<file path="config.mk">
export PLATFORM = sky130hd
export DESIGN_NAME = sha512_block_loader
export DESIGN_NICKNAME = d
export VERILOG_FILES = /design/src/rtl/sha512_block_loader.sv
export SDC_FILE = /design/constraint.sdc
export NUM_CORES = 2
export LEC_CHECK = 0
export ABC_AREA = 1
export CAP_MARGIN = 5
export CORE_AREA = 5 5 412 414
export DETAILED_ROUTE_END_ITERATION = 6
export DIE_AREA = 0 0 417 419
export GPL_TIMING_DRIVEN = 0
export PLACE_DENSITY = 0.54
export SLEW_MARGIN = 20
export SYNTH_ARGS = -nofsm -noshare
export SYNTH_HDL_FRONTEND = slang
export SYNTH_SLANG_ARGS = --single-unit
</file>
<file path="constraint.sdc">
create_clock -name i_clk -period 3.25 [get_ports i_clk]
set_input_delay 0.65 -clock i_clk [delete_from_list [all_inputs] [get_ports i_clk]]
set_output_delay 0.65 -clock i_clk [all_outputs]
set_load 0.005 [all_outputs]
</file>
<file path="src/rtl/sha512_block_loader.sv">
// sha512_block_loader
// Collects 32-bit message words into a 1024-bit SHA-512 message block and
// hands the finished block to the compression core. The word index comes
// from an external 5-bit data counter; this module only clears or advances it.
module sha512_block_loader #(
    parameter int WORD_W    = 32,
    parameter int NUM_WORDS = 32,
    parameter int CNT_W     = 5
) (
    input  logic                        i_clk,
    input  logic                        i_rst,
    input  logic                        i_start,
    input  logic                        i_abort,
    input  logic [WORD_W-1:0]           i_data,
    input  logic                        i_data_valid,
    output logic                        o_data_ready,
    input  logic [CNT_W-1:0]            counter_data,
    output logic                        clr_data,
    output logic                        cnt_data_en,
    output logic [NUM_WORDS*WORD_W-1:0] o_block,
    output logic                        o_block_valid,
    input  logic                        i_block_ready,
    output logic                        o_busy
);

    localparam int BLK_W = NUM_WORDS * WORD_W;

    typedef enum logic [1:0] {
        IDLE = 2'd0,
        LOAD = 2'd1,
        FULL = 2'd2
    } state_t;

    state_t             r_state;
    state_t             w_next;
    logic [BLK_W-1:0]   r_block;
    logic               w_write;
    logic               w_last;

    // Handshake decode, counter control and next-state selection.
    // An abort in LOAD or a reset suppresses the word write and the counter
    // increment, so clr_data and cnt_data_en are never asserted together.
    always_comb begin
        w_next        = r_state;
        o_data_ready  = 1'b0;
        o_block_valid = 1'b0;
        o_busy        = 1'b0;
        clr_data      = i_rst;
        cnt_data_en   = 1'b0;
        w_write       = 1'b0;
        w_last        = (counter_data == CNT_W'(NUM_WORDS - 1));

        case (r_state)
            IDLE: begin
                if (i_start) begin
                    clr_data = 1'b1;
                    w_next   = LOAD;
                end
            end
            LOAD: begin
                o_data_ready = 1'b1;
                o_busy       = 1'b1;
                if (i_abort) begin
                    clr_data = 1'b1;
                    w_next   = IDLE;
                end else if (i_data_valid && !i_rst) begin
                    w_write     = 1'b1;
                    cnt_data_en = 1'b1;
                    if (w_last) begin
                        w_next = FULL;
                    end
                end
            end
            FULL: begin
                o_block_valid = 1'b1;
                o_busy        = 1'b1;
                if (i_block_ready) begin
                    clr_data = 1'b1;
                    w_next   = IDLE;
                end
            end
            default: begin
                w_next = IDLE;
            end
        endcase
    end

    // State register with synchronous reset.
    always_ff @(posedge i_clk) begin
        if (i_rst) begin
            r_state <= IDLE;
        end else begin
            r_state <= w_next;
        end
    end

    // Block buffer: each accepted word lands at its big-endian slot, word 0
    // in the most significant bits, so the core can read W[j] directly.
    always_ff @(posedge i_clk) begin
        if (i_rst) begin
            r_block <= '0;
        end else if (w_write) begin
            for (int k = 0; k < NUM_WORDS; k++) begin
                if (counter_data == CNT_W'(k)) begin
                    r_block[(NUM_WORDS - 1 - k) * WORD_W +: WORD_W] <= i_data;
                end
            end
        end
    end

    assign o_block = r_block;

endmodule

</file>
==> impl_metrics.env <==
export IMPL_status="completed"
export IMPL_start_util=0.233
export IMPL_r2r_cells=10
export IMPL_rrSetupSlack_ps=280
export IMPL_drc_errors=0
export IMPL_hpwl_um=176000
export IMPL_critPathArrivalTime_ps=3820
export IMPL_power_density_mw_per_mm2=506
export IMPL_synth_area_leaders="dfxtp_1 53%, nor2_1 20%, nand2_1 19%, clkbuf_1 1.7%, buf_2 1.6%"
export IMPL_cts_sinks=1026
export IMPL_die_h_um=419
export IMPL_post_cts_resize_count=5
export IMPL_final_min_clock_period_ps=3140
export IMPL_port_buffers=1071
export IMPL_syn_mean_instance_area_um2=6.90
export IMPL_rows=150
export IMPL_postCtsSetupBuffers=0
export IMPL_fp_dieArea_mm2=0.175
export IMPL_num_io_pins=1072
export IMPL_start_kind="input pin"
export IMPL_r2r_start="r_state[1]$_SDFFE_PP0P_"
export IMPL_numCtsBuffers=119
export IMPL_grt_pass1_wl_um=300000
export IMPL_stdcell_count=9108
export IMPL_min_to="o_block[845]$_SDFFE_PP0P_"
export IMPL_p_leak_nw=22.8
export IMPL_peakVddDrop_mv=0.428
export IMPL_num_fill_cells=18000
export IMPL_crit_path_end_kind="flop"
export IMPL_finClkSkew_ps=44.5
export IMPL_synth_edff_count=0
export IMPL_cap_violations=0
export IMPL_clk_insertion_delay_late_ps=760
export IMPL_clock_path_buffers=3
export IMPL_synth_flop_cell="dfxtp_1"
export IMPL_routed_wl_um=228000
export IMPL_dp_cells=8884
export IMPL_slew_headroom=0.211
export IMPL_core_mm2=0.166
export IMPL_track_usage=0.247
export IMPL_dr_pass1_iters=5
export IMPL_drive_gt1_frac=0.0715
export IMPL_synth_fp_nets=5647
export IMPL_routabilityCongestion=0.906
export IMPL_ys_async_sr_fraction=0
export IMPL_worst_hold_startpoint="o_block[845]$_SDFFE_PP0P_"
export IMPL_ys_seq_area_frac=0.531
export IMPL_grt_pass1_vias=35900
export IMPL_synth_common_cells="2,060 x nor2_1, 1,948 x nand2_1, 1,026 x dfxtp_1"
export IMPL_holdCritPathClass="reg2reg"
export IMPL_period_share=0.965
export IMPL_tns_ps=0
export IMPL_area_delta_synth_final_pct=46.4
export IMPL_ys_warnings_count=0
export IMPL_cts_hold_fix_buffers=0
export IMPL_drt_iter0_drc=3494
export IMPL_fmax_mhz=319
export IMPL_clk_pin_slew_worst_paths_ps=60
export IMPL_setup_viol=0
export IMPL_vias_per_cell=4.38
export IMPL_cts_htree_levels=3
export IMPL_route_vias_total=39900
export IMPL_syn_instance_count=5599
export IMPL_num_nets_final=6847
export IMPL_ant_nets=0
export IMPL_antenna_found_initial=18
export IMPL_criticalPathCategory="in2reg"
export IMPL_synth_top_area_cell="dfxtp_1"
export IMPL_wire_per_inst_um=25.0
export IMPL_rsz0062_at_grt="false"
export IMPL_cp_max_fo=28
export IMPL_grt_max_degree=29
export IMPL_whs_path_depth=2
export IMPL_cp_required_ps=3930
export IMPL_cts_root_buf="clkbuf_16"
export IMPL_cts_tree="built"
export IMPL_r2r_end="o_block[565]$_SDFFE_PP0P_"
export IMPL_worst_slew_pin_slew_ps=1180
export IMPL_synth_top_area_frac=0.531
export IMPL_die_x_um=417
export IMPL_yosysMostFrequentCell="nor2_1"
export IMPL_maxSlewViolCount=0
export IMPL_finalHoldViolations=0
export IMPL_ys_seq_elements=1026
export IMPL_yosysUniqueCellTypes=21
export IMPL_grt_ovfl_total=0
export IMPL_synth_area_mm2=0.0387
-- kinds of logic (layout without fill, tap and decap cells) --
family / after synthesis / in the layout / synth area share
AND/OR/NAND/NOR: 4044 / 4044 / 0.403
flip-flops: 1026 / 1026 / 0.531
buffers and inverters: 455 / 1752 / 0.0555
AO/OA/AOI/OAI: 69 / 69 / 0.00900
adder cells (fa/ha/maj): 5 / 5 / 0.00162
other: 0 / 8 / 0
-- per-layer routing --
layer | track usage | up-vias | share of wire
li1 | - | 19100 | -
met1 | 0.290 | 18800 | 0.39
met2 | 0.424 | 1647 | 0.48
met3 | 0.0620 | 401 | 0.079
met4 | 0.117 | 2 | 0.055
met5 | 0 | - | 0.000075
-- power breakdown --
group / switching, mW / internal [mW] / leakage [nW]
clock: 5.98 / 8.22 / 2.04
sequential: 0.0295 / 12.6 / 8.26
combinational: 1.32 / 0.452 / 12.5
-- area by class of cell --
type / instances / area, um2 / share of cell area
sequential: 1026 / 20500 / 0.363
buffer: 402 / 2020 / 0.0357
tap: 2204 / 2760 / 0.0487
antenna: 8 / 20.0 / 0.000354
clock inverter: 53 / 697 / 0.0123
timing repair buffer: 1081 / 10900 / 0.193
inverter: 51 / 191 / 0.00338
clock buffer: 165 / 3440 / 0.0608
multi-input combinational: 4118 / 16000 / 0.282
-- worst max-delay path by stage --
stage                             from                   endpoint  slack (ps)  cells past startpoint
3_3_place_gp                     i_rst                   clr_data       -1140                      7
6_report                         i_rst  o_block[573]$_SDFFE_PP0P_         110                      7
5_1_grt        r_state[0]$_SDFFE_PP0P_                   clr_data          40                      7
3_5_place_dp                     i_rst                   clr_data       -1120                      7
4_1_cts        r_state[0]$_SDFFE_PP0P_                   clr_data         100                      6
2_1_floorplan                    i_rst                   clr_data        1170                      5
-- state kept, by name (all words and copies together), names as in the netlist --
signal   count
r_state      2
o_block   1024
-- worst max-delay path, stage by stage --
cell	delay, ps
clkdlybuf4s50_1	420
inv_2	130
buf_4	500
clkbuf_1	770
clkbuf_1	880
nand2_1	280
nor2_1	140
-- through the flow --
step	worst slack (ps)	cell area (um2)	util	power, mW	hold slack, ps
floorplan	1170	38700	-	13.7	477
global placement	-1140	52100	0.314	14.7	464
detailed placement	-1120	52400	0.316	14.7	470
CTS	100	56600	0.341	28.9	483
global route	39.6	56600	0.341	29.5	496
finish	112	56600	0.341	28.6	480
-- layout by cell type, fill, tap and decap left out, types with 2 or more instances in the layout --
| master | synthesis | layout |
|---|---|---|
| buf_4 | 50 | 51 |
| nor2_4 | 2 | 3 |
| a21oi_1 | 3 | 3 |
| clkdlybuf4s50_1 | 0 | 1069 |
| buf_8 | 1 | 2 |
| clkbuf_1 | 172 | 131 |
| buf_6 | 11 | 12 |
| nand2_1 | 1948 | 1948 |
| buf_2 | 125 | 124 |
| inv_6 | 0 | 5 |
| clkbuf_8 | 0 | 29 |
| dfxtp_1 | 1026 | 1026 |
| clkinv_4 | 0 | 4 |
| inv_1 | 50 | 50 |
| dlygate4sd2_1 | 0 | 2 |
| clkinvlp_4 | 0 | 2 |
| clkbuf_16 | 0 | 119 |
| clkinv_16 | 0 | 5 |
| nor2_2 | 9 | 8 |
| nor2_1 | 2060 | 2060 |
| bufinv_16 | 0 | 10 |
| buf_1 | 45 | 43 |
| diode_2 | 0 | 8 |
| o21ai_0 | 65 | 65 |
| buf_16 | 0 | 6 |
| clkbuf_2 | 0 | 58 |
| buf_12 | 0 | 2 |
| clkinv_2 | 0 | 25 |
| nand2_2 | 3 | 3 |
| ha_1 | 5 | 5 |
| nor2_8 | 20 | 20 |
Note: power is estimated with default switching activity, not from simulation.
